`config.mk`:
```
export PLATFORM = sky130hd
export DESIGN_NAME = ptmch_spi_cmd_tx
export DESIGN_NICKNAME = d
export VERILOG_FILES = /design/src/rtl/ptmch_spi_cmd_tx.sv
export SDC_FILE = /design/constraint.sdc
export NUM_CORES = 1
export LEC_CHECK = 0
export CORE_ASPECT_RATIO = 1.1
export CORE_MARGIN = 2
export CORE_UTILIZATION = 50
export DETAILED_ROUTE_END_ITERATION = 8
export PLACE_DENSITY = 0.73
export RECOVER_POWER = 25
export SYNTH_ARGS = -nofsm -noshare
export SYNTH_HDL_FRONTEND = slang
export SYNTH_SLANG_ARGS = --single-unit
```
`constraint.sdc`:
```
create_clock -name CLK200M -period 5 [get_ports CLK200M]
set_clock_uncertainty 0.2 [all_clocks]
set_input_delay 0.5 -clock CLK200M [delete_from_list [all_inputs] [get_ports CLK200M]]
set_output_delay 0.5 -clock CLK200M [all_outputs]
set_load 0.01 [all_outputs]
```
`src/rtl/ptmch_spi_cmd_tx.sv`:
```
`timescale 1ns/1ps
// SPI mode-0 master: sends an opcode byte plus 0-3 address bytes, MSB first, framed by CS.
// Latency: CS falls the cycle after CMD_START; DONE pulses P_CS_IDLE cycles after CS rises.
// Backpressure: CMD_START is only sampled in IDLE (including the DONE cycle); otherwise ignored.
module ptmch_spi_cmd_tx #(
    parameter int P_CLK_DIV  = 5,
    parameter int P_CS_SETUP = 4,
    parameter int P_CS_HOLD  = 4,
    parameter int P_CS_IDLE  = 8
) (
    input  logic        CLK200M,
    input  logic        RESET_N,
    input  logic        CMD_START,
    input  logic [7:0]  CMD_OPCODE,
    input  logic [23:0] CMD_ADDR,
    input  logic [1:0]  CMD_ADDR_LEN,
    output logic        CMD_BUSY,
    output logic        CMD_DONE,
    output logic        SPI_CS,
    output logic        SPI_CLK,
    output logic        SPI_MOSI
);

    localparam int DLY_MAX0 = (P_CS_SETUP > P_CS_HOLD) ? P_CS_SETUP : P_CS_HOLD;
    localparam int DLY_MAX  = (DLY_MAX0 > P_CS_IDLE) ? DLY_MAX0 : P_CS_IDLE;
    localparam int DLY_W    = $clog2(DLY_MAX + 1);
    localparam int PH_W     = $clog2(P_CLK_DIV + 1);

    localparam logic [DLY_W-1:0] SETUP_LAST = DLY_W'(P_CS_SETUP - 1);
    localparam logic [DLY_W-1:0] HOLD_LAST  = DLY_W'(P_CS_HOLD - 1);
    localparam logic [DLY_W-1:0] IDLE_LAST  = DLY_W'(P_CS_IDLE - 1);
    localparam logic [PH_W-1:0]  PH_LAST    = PH_W'(P_CLK_DIV - 1);

    typedef enum logic [2:0] {
        ST_IDLE,
        ST_SETUP,
        ST_SHIFT,
        ST_HOLD,
        ST_GAP
    } state_t;

    state_t            state_q, state_d;
    logic [DLY_W-1:0]  dly_q, dly_d;
    logic [PH_W-1:0]   ph_q, ph_d;
    logic [5:0]        bit_q, bit_d;
    logic [5:0]        last_q, last_d;
    logic [31:0]       sh_q, sh_d;
    logic              cs_q, cs_d;
    logic              sck_q, sck_d;
    logic              mosi_q, mosi_d;
    logic              busy_q, busy_d;
    logic              done_q, done_d;

    // State and output registers; reset forces the bus idle immediately.
    always_ff @(posedge CLK200M or negedge RESET_N) begin
        if (!RESET_N) begin
            state_q <= ST_IDLE;
            dly_q   <= '0;
            ph_q    <= '0;
            bit_q   <= '0;
            last_q  <= '0;
            sh_q    <= '0;
            cs_q    <= 1'b1;
            sck_q   <= 1'b0;
            mosi_q  <= 1'b0;
            busy_q  <= 1'b0;
            done_q  <= 1'b0;
        end else begin
            state_q <= state_d;
            dly_q   <= dly_d;
            ph_q    <= ph_d;
            bit_q   <= bit_d;
            last_q  <= last_d;
            sh_q    <= sh_d;
            cs_q    <= cs_d;
            sck_q   <= sck_d;
            mosi_q  <= mosi_d;
            busy_q  <= busy_d;
            done_q  <= done_d;
        end
    end

    // Next-state logic: frame sequencing, SCK phase timing and MSB-first shifting.
    always_comb begin
        state_d = state_q;
        dly_d   = dly_q;
        ph_d    = ph_q;
        bit_d   = bit_q;
        last_d  = last_q;
        sh_d    = sh_q;
        cs_d    = cs_q;
        sck_d   = sck_q;
        mosi_d  = mosi_q;
        busy_d  = busy_q;
        done_d  = 1'b0;
        unique case (state_q)
            ST_IDLE: begin
                if (CMD_START) begin
                    // Left-align the used bytes so bit 31 is always the next bit out.
                    case (CMD_ADDR_LEN)
                        2'd0:    sh_d = {CMD_OPCODE, 24'h0};
                        2'd1:    sh_d = {CMD_OPCODE, CMD_ADDR[7:0], 16'h0};
                        2'd2:    sh_d = {CMD_OPCODE, CMD_ADDR[15:0], 8'h0};
                        default: sh_d = {CMD_OPCODE, CMD_ADDR};
                    endcase
                    last_d  = {1'b0, CMD_ADDR_LEN, 3'b111};
                    bit_d   = '0;
                    dly_d   = '0;
                    ph_d    = '0;
                    cs_d    = 1'b0;
                    sck_d   = 1'b0;
                    busy_d  = 1'b1;
                    mosi_d  = CMD_OPCODE[7];
                    state_d = ST_SETUP;
                end
            end
            ST_SETUP: begin
                if (dly_q == SETUP_LAST) begin
                    dly_d   = '0;
                    ph_d    = '0;
                    state_d = ST_SHIFT;
                end else begin
                    dly_d = dly_q + DLY_W'(1);
                end
            end
            ST_SHIFT: begin
                if (ph_q == PH_LAST) begin
                    ph_d = '0;
                    if (!sck_q) begin
                        sck_d = 1'b1;
                    end else begin
                        // Falling edge: MOSI only ever moves here.
                        sck_d = 1'b0;
                        if (bit_q == last_q) begin
                            dly_d   = '0;
                            state_d = ST_HOLD;
                        end else begin
                            bit_d  = bit_q + 6'd1;
                            sh_d   = {sh_q[30:0], 1'b0};
                            mosi_d = sh_q[30];
                        end
                    end
                end else begin
                    ph_d = ph_q + PH_W'(1);
                end
            end
            ST_HOLD: begin
                if (dly_q == HOLD_LAST) begin
                    dly_d   = '0;
                    cs_d    = 1'b1;
                    mosi_d  = 1'b0;
                    state_d = ST_GAP;
                end else begin
                    dly_d = dly_q + DLY_W'(1);
                end
            end
            ST_GAP: begin
                if (dly_q == IDLE_LAST) begin
                    dly_d   = '0;
                    busy_d  = 1'b0;
                    done_d  = 1'b1;
                    state_d = ST_IDLE;
                end else begin
                    dly_d = dly_q + DLY_W'(1);
                end
            end
            default: state_d = ST_IDLE;
        endcase
    end

    assign CMD_BUSY = busy_q;
    assign CMD_DONE = done_q;
    assign SPI_CS   = cs_q;
    assign SPI_CLK  = sck_q;
    assign SPI_MOSI = mosi_q;

endmodule

```
After elaboration in Yosys (flattened, before gate mapping)
Cells that the tools add are included.
{ "word_totals": {"regBits": 57, "output_inout_bits": 5, "elab_cells": 97} }
{ "op_classes": {"add_sub_neg": 3, "eq_ne": 18, "n_mux": 47, "reduce_logical": 18} }
{ "ops": {"columns": ["cell", "n"], "rows": [
  ["$mux 31", 4],
  ["$pmux 24 s3", 1],
  ["$pmux 31 s2", 1],
  ["$mux 3", 10],
  ["$mux 4", 6],
  ["$mux 6", 4],
  ["$ne 2x2->1 const B", 8],
  ["$pmux 4 s4", 1],
  ["$pmux 3 s5", 1],
  ["$mux 1", 13],
  ["$pmux 6 s2", 1],
  ["$reduce_and 3->1", 4],
  ["$reduce_and 5->1", 2],
  ["$pmux 3 s3", 1],
  ["$reduce_and 7->1", 1],
  ["$add 6x1->6 const B", 1],
  ["$eq 3x2->1 const B", 2],
  ["$eq 3x3->1 const B", 2],
  ["$eq 6x5->1", 1],
  ["$pmux 1 s2", 3],
  ["$reduce_and 6->1", 1],
  ["$reduce_bool 2->1", 3],
  ["$reduce_bool 3->1", 2],
  ["$add 4x1->4 const B", 1],
  ["other kinds (12)", 12]
]} }

Logic depth before layout (Yosys ltp)
Gate-level depths: netlist of the first run.
{ "logic_depth": {"depth_word": 5, "depth_mapped": 7, "depth_no_buf": 6} }

Worst setup path before layout of the first run
OpenSTA, ideal clock, no wires.
{ "synth_timing": {"path_type": "reg-to-reg", "startpoint": "register ph_q[0]", "endpoint": "register sh_q[16]", "arrival_ns": 1.947, "required_time_ns": 4.675, "setup_slack_ns": 2.728, "path_stages_with_launch": 8, "path_buffers": 1, "period_less_slack_ns": 2.272, "path_cell_list": "dfrtp_1 inv_1 ha_1 nand3_1 a2111o_1 a21oi_4 buf_12 mux2_4"} }
{ "synth_via": {"elab_chain_cells": 3} }
{ "synth_rtl": {"columns": ["element", "line", "text"], "rows": [
  ["start: declaration", "44", "logic [PH_W-1:0] ph_q, ph_d;"],
  ["start signal: assignment", "71", "ph_q <= ph_d;"],
  ["$eq 3x3->1", "127", "if (ph_q == PH_LAST) begin"],
  ["$ne 2x2->1 (no line)", null, null],
  ["$reduce_and 5->1 (no line)", null, null],
  ["end signal: assignment", "62", "sh_q <= '0;"],
  ["end signal: assignment", "74", "sh_q <= sh_d;"],
  ["end: declaration", "47", "logic [31:0] sh_q, sh_d;"]
]} }
No other way between the ends.
A chain may end at the register's enable or synchronous reset.

Worst setup path after layout of the first run
{ "layout_timing": {"startpoint": "register state_q[1]", "endpoint": "register sh_q[24]"} }
{ "layout_via": {"elab_chain_cells": 3, "elab_cells_between_ends": 9, "classes_between": "eq/ne: 5; mux: 1; reduce/logical: 3"} }
{ "layout_rtl": {"columns": ["element", "line", "text"], "rows": [
  ["start: declaration", "42", "state_t state_q, state_d;"],
  ["start signal: assignment", "69", "state_q <= state_d;"],
  ["$eq 3x2->1 or $logic_not 3->1 (tied branches)", "96", "unique case (state_q)"],
  ["$ne 2x2->1 (no line) or $reduce_bool 2->1 (tied branches)", null, null],
  ["$reduce_and 5->1 (no line)", null, null]
]} }
Parallel ways exist; a longest one is shown, timed or not.

==> flow_metrics.env, run 1 <==
export IMPL_grt_max_degree=56
export IMPL_cellPowerDensity_nw_per_um2=575
export IMPL_endpoint_kind="flop"
export IMPL_synth_distinct_cells=54
export IMPL_ff2ff_path_depth=5
export IMPL_cts_resized=0
export IMPL_total_power_mw=2.16
export IMPL_ys_ff_latch=55
export IMPL_htreeDepth=2
export IMPL_core_sq_um=6270
export IMPL_holdPathStages=1
export IMPL_path_delay_family="compound AO/OA/AOI/OAI gates"
export IMPL_postCtsHoldBufs=0
export IMPL_nets=396
export IMPL_drtIter0Drc=151
export IMPL_syn_avg_cell_area_sq_um=10.0
export IMPL_synthCells=326
export IMPL_crit_path_top_delay_cell="a21oi_4"
export IMPL_cts_num_sinks=55
export IMPL_die_w_um=81.1
export IMPL_finalSetupTns_ps=0
export IMPL_path_depth=5
export IMPL_synth_main_ff_cell="dfrtp_1"
export IMPL_cts_root_buf="clkbuf_8"
export IMPL_arrival_ps=3140
export IMPL_syn_area_sq_um=3270
export IMPL_crit_fanout=22
export IMPL_layout_commonest_cell="dfrtp_1"
export IMPL_numCtsBuffers=5
export IMPL_mostFrequentLayoutCells="54 x dfrtp_1, 40 x nand2_1, 40 x clkdlybuf4s50_1"
export IMPL_track_usage=0.197
export IMPL_syn_to_final_growth_pct=14.9
export IMPL_post_cts_buffers=0
export IMPL_pin_count=42
export IMPL_antenna_found_initial=0
export IMPL_ys_seq_area_frac=0.421
export IMPL_path_clk_slew_ps=100
export IMPL_wirelength_um=6770
export IMPL_drtAntennaViolNets=0
export IMPL_fin_crit_sh=0.628
export IMPL_cts_tree="built"
export IMPL_crit_type="reg2reg"
export IMPL_timing_max_slew_rel_slack=-0.957
export IMPL_overflow=0
export IMPL_fillers=516
export IMPL_violations="capacitance limit, slew limit"
export IMPL_post_route_util=0.600
export IMPL_hpwlAfterDp_um=4730
export IMPL_worstPathRequired_ps=5000
export IMPL_grt_pass1_vias=2410
export IMPL_grt_first_pass_wirelength_um=11100
export IMPL_vias=2464
export IMPL_fp_dieH_um=88.8
export IMPL_start_util=0.522
export IMPL_die_area_sq_um=7210
export IMPL_synth_edf_count=0
export IMPL_dr_pass1_iters=4
export IMPL_leakage_nw=1.68
export IMPL_status="complete, but fails checks"
export IMPL_drv_slew=56
export IMPL_ir_drop_uv=318
export IMPL_hold_violations=0
export IMPL_syn_nets=367
export IMPL_slowest_delay_ps=710
export IMPL_crit_buf_inv=1
export IMPL_rsz0062_at_grt="no"
export IMPL_drcViolationCount=0
export IMPL_antenna_diode_count=0
export IMPL_io_buffer_count=41
export IMPL_min_path_type="reg2reg"
export IMPL_start_kind="flop"
export IMPL_timing_fmax_mhz=318
export IMPL_worstPathCellList="nor2_1, a2111o_1, a21oi_4, buf_4, mux2_4"
export IMPL_wl_per_cell_um=15.5
export IMPL_via_per_inst=5.65
export IMPL_gp_congestion=0.817
export IMPL_synth_async_reset_ratio=1.00
export IMPL_clock_path_buffers=2
export IMPL_yosysWarnings=0
export IMPL_clkLatencyLatePin_ps=310
export IMPL_fin_crit_ps=3140
export IMPL_rows=30
export IMPL_cap_violations=1
export IMPL_tightest_slew_ps=2940
export IMPL_drive_above_1_share=0.143
export IMPL_finalSetupViolCount=0
## per-stage QoR
step	setup WS, ps	instances	instance area (sq um)	hold slack (ps)
floorplan	2730	326	3270	4.41
global placement	1650	428	3670	275
detailed placement	1610	428	3670	278
CTS	1860	436	3760	145
global route	1280	436	3760	305
finish	1860	436	3760	289
## sequential cells by signal, indices dropped and copies added (netlist names)
register  count
CMD_BUSY      1
CMD_DONE      1
SPI_CLK       1
SPI_CS        1
SPI_MOSI      1
bit_q         6
dly_q         4
last_q        3
ph_q          3
sh_q         31
state_q       3
## final cells by class
cell class / instances / area (sq um) / share of cell area
Clock buffer: 7 / 86.3 / 0.0230
Multi-Input combinational cell: 232 / 1700 / 0.453
Sequential cell: 55 / 1380 / 0.366
Clock inverter: 1 / 5.00 / 0.00133
Timing Repair Buffer: 44 / 424 / 0.113
Tap cell: 80 / 100 / 0.0266
Inverter: 17 / 63.8 / 0.0170
## layer usage
metal / track usage / up-vias / wire (um)
met1: 0.265 / 1202 / 3220
li1: - / 1217 / -
met2: 0.326 / 38 / 3260
met4: 0.0632 / 0 / 96
met3: 0.0306 / 7 / 187
met5: 0 / - / 0
## worst paths after layout
path,start,end,slack [ps]
max,state_q[1]$_DFFE_PN0P_,sh_q[24]$_DFFE_PN0P_,1860
min,bit_q[5]$_DFFE_PN0P_,bit_q[5]$_DFFE_PN0P_,290
max reg2reg,state_q[1]$_DFFE_PN0P_,sh_q[24]$_DFFE_PN0P_,1860
min reg2reg,bit_q[5]$_DFFE_PN0P_,bit_q[5]$_DFFE_PN0P_,290
max in group asynchronous,RESET_N,bit_q[3]$_DFFE_PN0P_,1920
min in group asynchronous,RESET_N,bit_q[1]$_DFFE_PN0P_,1040
## Yosys cell counts (2+ instances only)
library cell | n | area, sq um
a211oi_1 | 2 | 15.0
a21o_1 | 3 | 22.5
a21oi_1 | 10 | 50.1
a221oi_1 | 9 | 78.8
a22o_1 | 2 | 17.5
a22oi_1 | 7 | 52.6
a31oi_1 | 2 | 12.5
and3_1 | 2 | 12.5
buf_1 | 3 | 11.3
buf_12 | 2 | 40.0
buf_2 | 5 | 25.0
clkbuf_1 | 10 | 37.5
dfrtp_1 | 54 | 1350
ha_1 | 4 | 50.1
inv_1 | 17 | 63.8
mux2_2 | 15 | 169
mux2_4 | 20 | 300
mux2i_1 | 19 | 190
nand2_1 | 40 | 150
nand2b_1 | 3 | 18.8
nand3_1 | 13 | 65.1
nor2_1 | 33 | 124
nor2b_1 | 3 | 18.8
nor3b_1 | 3 | 22.5
nor4_1 | 3 | 18.8
o21ai_0 | 8 | 40.0
o22ai_1 | 3 | 18.8
o2bb2ai_1 | 2 | 17.5
o31ai_1 | 2 | 15.0
xnor2_1 | 3 | 26.3
## worst reg2reg max path, stage by stage, from the launching register on
cell,delay (ps)
dfrtp_1,700
nor2_1,190
a2111o_1,520
a21oi_4,720
buf_4,380
mux2_4,330
## cell families (layout without fill, tap and decap cells)
| logic type | after synthesis | count (layout) | share of synthesized area |
|---|---|---|---|
| xor+xnor | 3 | 3 | 0.00803 |
| fa+ha+maj | 4 | 4 | 0.0153 |
| compound gates | 62 | 62 | 0.141 |
| flops | 55 | 55 | 0.421 |
| simple gates | 108 | 108 | 0.150 |
| buf+inv | 39 | 69 | 0.0600 |
| mux | 55 | 55 | 0.205 |
## power breakdown
part	switching [mW]	internal, mW	total [mW]
logic	0.542	0.565	1.11
clock network	0.144	0.112	0.256
registers	0.164	0.636	0.800
total	0.849	1.31	2.16
No activity file was read; power rests on OpenSTA's default activity.
==> run 2, diff against run 1 <==
- clock period: 5 -> 3 ns (I/O delays scaled with it)
==> run 2 against run 1 <==
Effect of this change:
- the flow still finishes with violations (capacitance limit, slew limit)
- cell area rose by 1.9%
- die area stayed put
- register-to-register slack worse by 1300 ps
==> flow_metrics.env, run 2 (synthesis gave the netlist of run 1 again) <==
export IMPL_grt_first_pass_wirelength_um=11500
export IMPL_drcViolationCount=0
export IMPL_grt_pass1_vias=2417
export IMPL_slowest_delay_ps=540
export IMPL_crit_path_top_delay_cell="a2111o_1"
export IMPL_dpl_cell_area_sq_um=3730
export IMPL_ir_drop_uv=556
export IMPL_rows=30
export IMPL_antenna_found_initial=0
export IMPL_path_clk_slew_ps=100
export IMPL_numCtsBuffers=5
export IMPL_nets=403
export IMPL_clock_path_buffers=2
export IMPL_fin_crit_ps=2470
export IMPL_timing_max_slew_rel_slack=-0.114
export IMPL_drtAntennaViolNets=0
export IMPL_cts_tree="built"
export IMPL_violations="capacitance limit, slew limit"
export IMPL_finalSetupViolCount=0
export IMPL_tightest_slew_ps=1670
export IMPL_timing_fmax_mhz=404
export IMPL_finalSetupTns_ps=0
export IMPL_die_w_um=81.1
export IMPL_postCtsHoldBufs=1
export IMPL_wirelength_um=6770
export IMPL_worstPathCellList="inv_1, ha_1, nand3_1, a2111o_1, a21oi_4, buf_12, mux2_2"
export IMPL_rsz0062_at_grt="no"
export IMPL_layout_commonest_cell="dfrtp_1"
export IMPL_io_buffer_count=41
export IMPL_mostFrequentLayoutCells="54 x dfrtp_1, 40 x nand2_1, 40 x clkdlybuf4s50_1"
export IMPL_clkLatencyLatePin_ps=310
export IMPL_core_sq_um=6270
export IMPL_post_route_util=0.611
export IMPL_drv_slew=32
export IMPL_cts_num_sinks=55
export IMPL_endpoint_kind="flop"
export IMPL_top_register="sh_q"
export IMPL_antenna_diode_count=0
export IMPL_via_per_inst=5.67
export IMPL_largest_reg_flops=31
export IMPL_hold_violations=0
export IMPL_start_kind="flop"
export IMPL_cap_violations=1
export IMPL_die_area_sq_um=7210
export IMPL_leakage_nw=1.71
export IMPL_dr_pass1_iters=4
export IMPL_cts_resized=0
export IMPL_wl_per_cell_um=15.3
export IMPL_arrival_ps=2470
export IMPL_design_area_sq_um=3830
export IMPL_cellPowerDensity_nw_per_um2=958
export IMPL_fillers=535
export IMPL_drtIter0Drc=170
export IMPL_fp_dieH_um=88.8
export IMPL_crit_fanout=33
export IMPL_gp_congestion=0.840
export IMPL_status="complete, but fails checks"
export IMPL_vias=2512
export IMPL_pin_count=42
export IMPL_post_cts_buffers=0
export IMPL_worstPathRequired_ps=3000
export IMPL_min_path_type="reg2reg"
export IMPL_biggestRegsByFlops="sh_q: 31 flops, bit_q: 6 flops, dly_q: 4 flops"
export IMPL_drive_above_1_share=0.154
export IMPL_start_util=0.522
export IMPL_syn_to_final_growth_pct=17.1
export IMPL_hpwlAfterDp_um=4830
export IMPL_track_usage=0.203
export IMPL_crit_type="reg2reg"
export IMPL_cts_root_buf="clkbuf_8"
export IMPL_htreeDepth=2
export IMPL_overflow=0
export IMPL_grt_max_degree=34
export IMPL_fin_crit_sh=0.825
-- run 2: changes by cell type in the layout (fill, tap and decap cells not counted), sizes merged --
cell | previous run | this run
buf | 3 | 7
clkbuf | 8 | 9
clkinvlp | 0 | 1
dlygate4sd3 | 0 | 1
-- run 2: layout make-up --
type	count	area (sq um)	area share
multi-input cells	232	1700	0.445
clock inverters	2	16.3	0.00425
well taps	80	100	0.0261
inverters	17	63.8	0.0167
clock buffers	6	82.6	0.0216
flip-flops and latches	55	1380	0.360
repair buffers	51	487	0.127
-- run 2: worst paths after layout --
path,slack (ps),endpoint,cells after the start,startpoint
max reg2reg,530,sh_q[2]$_DFFE_PN0P_,7,ph_q[0]$_DFFE_PN0P_
min reg2reg,300,SPI_MOSI$_DFFE_PN0P_,1,SPI_MOSI$_DFFE_PN0P_
min in group asynchronous,720,sh_q[28]$_DFFE_PN0P_,3,RESET_N
max in group asynchronous,780,sh_q[2]$_DFFE_PN0P_,3,RESET_N
min,300,SPI_MOSI$_DFFE_PN0P_,1,SPI_MOSI$_DFFE_PN0P_
max,530,sh_q[2]$_DFFE_PN0P_,7,ph_q[0]$_DFFE_PN0P_
-- run 2: layer usage --
metal  vias up  GRT usage  share of wire
met2        53      0.325           0.49
met4         0     0.0493         0.0084
met1      1229      0.290           0.46
met5         -          0              0
li1       1226          -              -
met3         4     0.0306          0.036
-- run 2: power breakdown --
part | switching (mW) | total, mW | internal (mW)
clock | 0.242 | 0.431 | 0.189
sequential | 0.252 | 1.31 | 1.06
combinational | 0.939 | 1.93 | 0.987
-- run 2: through the flow --
stage	power (mW)	setup WS, ps	hold slack (ps)	cells
3_3_place_gp	3.19	497	120	434
4_1_cts	3.69	545	302	443
6_report	3.67	526	295	443
5_1_grt	3.98	410	319	443
3_5_place_dp	3.25	473	127	434
2_1_floorplan	2.86	728	-196	326
-- run 2: critical path: cells and delay by family (launching register included) --
kind,cells,cell delay [ps]
mux,1,360
compound gates,2,710
fa+ha+maj,1,200
simple gates,1,130
buf+inv,2,340
flops,1,390
==> variant 1, RTL diff (config.mk and constraints of run 2) <==
The output `CMD_DONE` loses its register stage (`done_q` becomes a continuous assignment).
--- a/src/rtl/ptmch_spi_cmd_tx.sv
+++ b/src/rtl/ptmch_spi_cmd_tx.sv
@@ -64,7 +64,6 @@
             sck_q   <= 1'b0;
             mosi_q  <= 1'b0;
             busy_q  <= 1'b0;
-            done_q  <= 1'b0;
         end else begin
             state_q <= state_d;
             dly_q   <= dly_d;
@@ -76,9 +75,10 @@
             sck_q   <= sck_d;
             mosi_q  <= mosi_d;
             busy_q  <= busy_d;
-            done_q  <= done_d;
         end
     end
+
+    assign done_q = done_d;
 
     // Next-state logic: frame sequencing, SCK phase timing and MSB-first shifting.
     always_comb begin
Behaviour: same outputs for any inputs over 10 cycles, from zero or initial values and one cycle with RESET_N low; that may be too few to reach the edited logic, so the function may still have changed.
==> variant 1 against run 2 <==
Cell count is 0.45% higher. Total power is 17% lower. Critical path type is now reg2out. Non-clock buffer count is 1 higher. Wire length is 2.1% lower. Via count is 0.32% lower. Sequential cell count is 1 lower. Cell area is 4.1% lower. Worst setup slack worse by 0.16 ns. Area after synthesis is 7.4% lower. Critical endpoint is now CMD_DONE. Hold slack better by 0.021 ns. Largest cell class unchanged.
==> variant 1: results (changes against run 2) <==
Cells and area
The number of standard cells in the final layout excluding fillers is 445 (+0.45%). The register share of the cell area is 0.3681 (+0.008377). The non-clock inverter instance count of the final layout is 16 (-1). The count of clock-net buffers in the final layout came to 5 (-1). The layout buffer count excluding clock buffers came to 52 (+2.0%).

Power and ir drop
The leakage power figure is 0.001514 uW (-12%). The power in sequential cells came to 1220 uW (-7%).

Global routing
The met2 track utilization from global routing was 0.3589 (+0.03361). The largest net degree at the start of global routing came to 55 (+62%). The global routing usage on met3 came to 0.04316 (+0.01255). The number of global-route vias before repair was 2469 (+2.2%). The wire length of the first global-routing pass is 11400 microns (-0.72%).

The met1 global-route usage is 0.2794 (-0.01089).

Placement
The cell count after placement is 436 (+0.46%). The placement-stage cell area is 3530 sq um (-5.4%). The HPWL after detailed placement is 4756 microns (-1.6%).

Synthesis
The XOR/XNOR share of the synthesized area was 0.008674 (+0.0006435). The synthesized netlist net count is 375 (+2.2%). The mux cell area share after synthesis is 0.07807 (-0.1269). The fraction of the yosys area taken by sequential cells is 0.4465 (+0.02548).

STA
The headroom to the max-slew limit came to 0.1337 (+0.2472).

Setup path
The kind of cell with the highest combined delay along the critical path is simple AND/OR/NAND/NOR gates. The biggest fanout along the worst timing path was 17 (-48%). Among all stages on the critical path, the largest delay is contributed by sky130_fd_sc_hd__clkdlybuf4s50_1.

Route
The number of design-rule violations left by the first detailed-router iteration is 96 (-44%). The average wire length per cell after detail routing is 14.88 microns (-2.6%). The total met2 wirelength after detailed routing came to 3269 microns (-1.9%).

Outcome
The flow ran to the end, and the final reports show no timing, DRC or antenna violations.
## variant 1: cell types whose count changed in the layout (fill, tap and decap cells not counted), sizes merged, moves of 4 or more
cell    before  now
o21ai        8   15
o211ai       0    9
mux2        36   13
nand2       40   35
a21oi       11   15
a221o        0   11
mux2i       19    9
a221oi       9    0
nor2        33   37
a31oi        2   15
## variant 1: what timing repair did
item	CTS	global route
buffers inserted	0	0
hold endpoints to repair	53	0
hold buffers	1	0
## variant 1: logic make-up after synthesis
kind of cell    Yosys count
simple gates            114
compound gates           95
flops                    54
buf+inv                  42
mux                      22
fa+ha+maj                 4
xor+xnor                  3
## variant 1: worst paths after layout
path,slack (ns),end,cells past startpoint
setup / recovery,0.37,CMD_DONE,4
hold / removal,0.32,SPI_MOSI,1
setup reg to reg,0.62,sh_q[18],6
hold reg to reg,0.32,SPI_MOSI,1
max in group asynchronous,1.13,bit_q[2],3
min in group asynchronous,0.69,sh_q[20],3
==> variant 2, RTL diff (settings of run 2) <==
Made on the original files. Set the parameter `P_CLK_DIV` to 4 (it was 5).
--- a/src/rtl/ptmch_spi_cmd_tx.sv
+++ b/src/rtl/ptmch_spi_cmd_tx.sv
@@ -3,7 +3,7 @@
 // Latency: CS falls the cycle after CMD_START; DONE pulses P_CS_IDLE cycles after CS rises.
 // Backpressure: CMD_START is only sampled in IDLE (including the DONE cycle); otherwise ignored.
 module ptmch_spi_cmd_tx #(
-    parameter int P_CLK_DIV  = 5,
+    parameter int P_CLK_DIV  = 4,
     parameter int P_CS_SETUP = 4,
     parameter int P_CS_HOLD  = 4,
     parameter int P_CS_IDLE  = 8
Function: changed (Yosys sat finds a counterexample within 10 cycles, from zero or initial values and one cycle with RESET_N low).
==> variant 2 against run 2 <==
The flow still finishes with violations (max-capacitance violations, max-slew violations). Wire length decreased by 0.34%. Critical path depth decreased by 1. Hold slack improved by 0.020 ns. Area after synthesis decreased by 4.1%. Worst setup slack got worse by 0.17 ns. Cell area decreased by 2.2%. Total power decreased by 17%. Critical path type unchanged. Sequential cell count unchanged. Critical endpoint is now sh_q[6].
==> variant 2: results (changes against run 2) <==
CTS
The maximum buffer depth of the clock tree is 2 (unchanged). The clock latency reported for the late side of the worst-skew pair is 0.31 ns (about the same). The number of cells upsized or downsized after cts came to 0 (unchanged). The number of buffers added by the clock tree synthesis step is 5 (unchanged). The clock root buffer is sky130_fd_sc_hd__clkbuf_8. The clock-pin slew on the worst setup and hold paths is 0.10 ns (about the same). The total number of H-tree levels is 2 (unchanged).

Power and ir drop
The maximum vdd ir drop is 0.5958 mV (+7.2%). The leakage power figure is 0.001707 uW (-0.26%).

Synthesis
The fraction of the yosys area taken by sequential cells was 0.4388 (+0.01779). The commonest cells after synthesis are sky130_fd_sc_hd__dfrtp_1, sky130_fd_sc_hd__nand2_1, sky130_fd_sc_hd__nor2_1, sky130_fd_sc_hd__mux2_4, sky130_fd_sc_hd__o21ai_0. The XOR/XNOR share of the synthesized area is 0.005580 (-0.002451).

The gate count after technology mapping is 320 (-1.8%). The yosys synthesis warning count is 0 (unchanged). The adder and majority cell fraction of the synthesized area was 0.01196 (-0.003339). Ranked by total cell area, the synthesized netlist is headed by sky130_fd_sc_hd__dfrtp_1, sky130_fd_sc_hd__mux2_4, sky130_fd_sc_hd__nand2_1, sky130_fd_sc_hd__mux2_2, sky130_fd_sc_hd__nor2_1. The post-synthesis compound-gate area fraction is 0.1538 (+0.01312). The proportion of synthesized flip-flops having asynchronous set or reset was 1.000 (unchanged). Among all flip-flop cells after synthesis, the most frequent one is sky130_fd_sc_hd__dfrtp_1.

The unique cell type count in the Yosys netlist came to 50 (-7.4%). The mux cell area share after synthesis came to 0.1778 (-0.02721). The synthesized netlist net count is 360 (-1.9%).

Outcome
The flow ran to the end, but the final reports show violations. The final reports fail on max-capacitance violations, max-slew violations.

Placement
The count of buffers from port buffering is 41 (unchanged). The final weighted congestion in routability-driven placement is 0.8227 (-2.0%). The cell count after placement is 429 (-1.2%). The worst setup slack after placement is 0.3618 ns (-0.1108 ns). The HPWL after detailed placement is 4735 microns (-2.0%).

Global routing
The global router's overall resource usage is 0.2029 (about the same). The wire length of the first global-routing pass was 11050 microns (-3.8%). The largest net degree at the start of global routing is 38 (+12%).

The number of global-route vias before repair is 2349 (-2.8%). The number of antenna violations at the first check in global routing came to 0 (unchanged).

Cells and area
The number of nets in the layout is 397 (-1.5%). The fraction of final layout cells sized beyond drive strength 1 is 0.1620 (+0.007741). The filler cell count was 521 (-2.6%). The antenna diode instance count is 0 (unchanged). The largest registers in the layout are sh_q (31), bit_q (6), dly_q (4).

Flow run
The number of max-cap violations is 1 (unchanged).

STA
The worst-margin pin slew came to 1.789 ns (+0.1190 ns). The max-slew violation count came to 33 (+3.1%).

Route
The number of vias per cell came to 5.553 (-2.1%). The routed wire length is 6742 microns (-0.34%). The number of design-rule violations left by the first detailed-router iteration came to 120 (-29%).

The average wire length per cell after detail routing was 15.39 microns (+0.80%). The count of TritonRoute iterations in the first routing pass is 4 (unchanged).

Worst hold path
The tightest min-delay check is of the reg2reg type.

Setup path
The biggest fanout along the worst timing path was 23 (-30%).
## variant 2: changes by cell type after synthesis, sizes merged, moves of 7 or more
cell and change:
nand2 +13, o41ai +7, a22oi -7, a22o +8, inv -13, mux2i -9
o21ai +8
## variant 2: cells by family after synthesis
logic type,Yosys count
XOR/XNOR,2
AND/OR/NAND/NOR,122
adder cells (fa/ha/maj),3
AO/OA/AOI/OAI,67
buffers and inverters,27
multiplexers,44
flip-flops,55
## variant 2: power by group
group	leakage [uW]	total (uW)	internal, uW	switching (uW)
sequential	0.000701	1280	1040	240
combinational	0.000955	1290	662	623
clock	0.0000514	491	249	241
## variant 2: worst paths after layout
check	from	to	slack (ns)	cells past startpoint
setup / recovery	bit_q[2]	sh_q[6]	0.35	6
hold / removal	ph_q[2]	ph_q[2]	0.31	1
setup reg to reg	bit_q[2]	sh_q[6]	0.35	6
hold reg to reg	ph_q[2]	ph_q[2]	0.31	1
max in group asynchronous	RESET_N	SPI_CS	0.73	3
min in group asynchronous	RESET_N	sh_q[9]	0.80	2
## variant 2: per-layer routing
metal  global-route usage  part of all wire  vias to the layer above
met2               0.3331              0.46                       51
met5                    0                 0                        -
met4              0.06113             0.016                        0
li1                     -                 -                     1221
met3              0.03112             0.039                        9
met1               0.2780              0.48                     1151
## variant 2: metrics by stage
stage,util,hold slack (ns),instance area [sq um]
after detailed placement,0.5926,0.2057,3626
final,0.6121,0.3149,3745
after CTS,0.6123,0.3180,3746
after global placement,0.5926,0.2157,3626
after floorplan,-,-0.1956,3139
after global routing,0.6121,0.3372,3745
## variant 2: worst max-delay path, stage by stage (launching register included)
cell	delay (ns)
sky130_fd_sc_hd__dfrtp_1	0.43
sky130_fd_sc_hd__or4_1	0.53
sky130_fd_sc_hd__a2111o_1	0.52
sky130_fd_sc_hd__a21oi_2	0.20
sky130_fd_sc_hd__nor2_2	0.04
sky130_fd_sc_hd__buf_4	0.26
sky130_fd_sc_hd__mux2_4	0.35
## variant 2: final cells by class
class                           count  area [sq um]  area share
Multi-Input combinational cell    238          1645      0.4394
Clock inverter                      2         37.54     0.01002
Tap cell                           80         100.1     0.02673
Sequential cell                    55          1378      0.3679
Timing Repair Buffer               53         496.7      0.1326
Clock buffer                        6         72.57     0.01938
Inverter                            4         15.01    0.004009
## variant 2: repair_timing
item	4_1_cts	5_1_grt
setup buffers	0	0
hold buffers	1	0
hold endpoints to repair	30	0
setup endpoints to repair	0	0
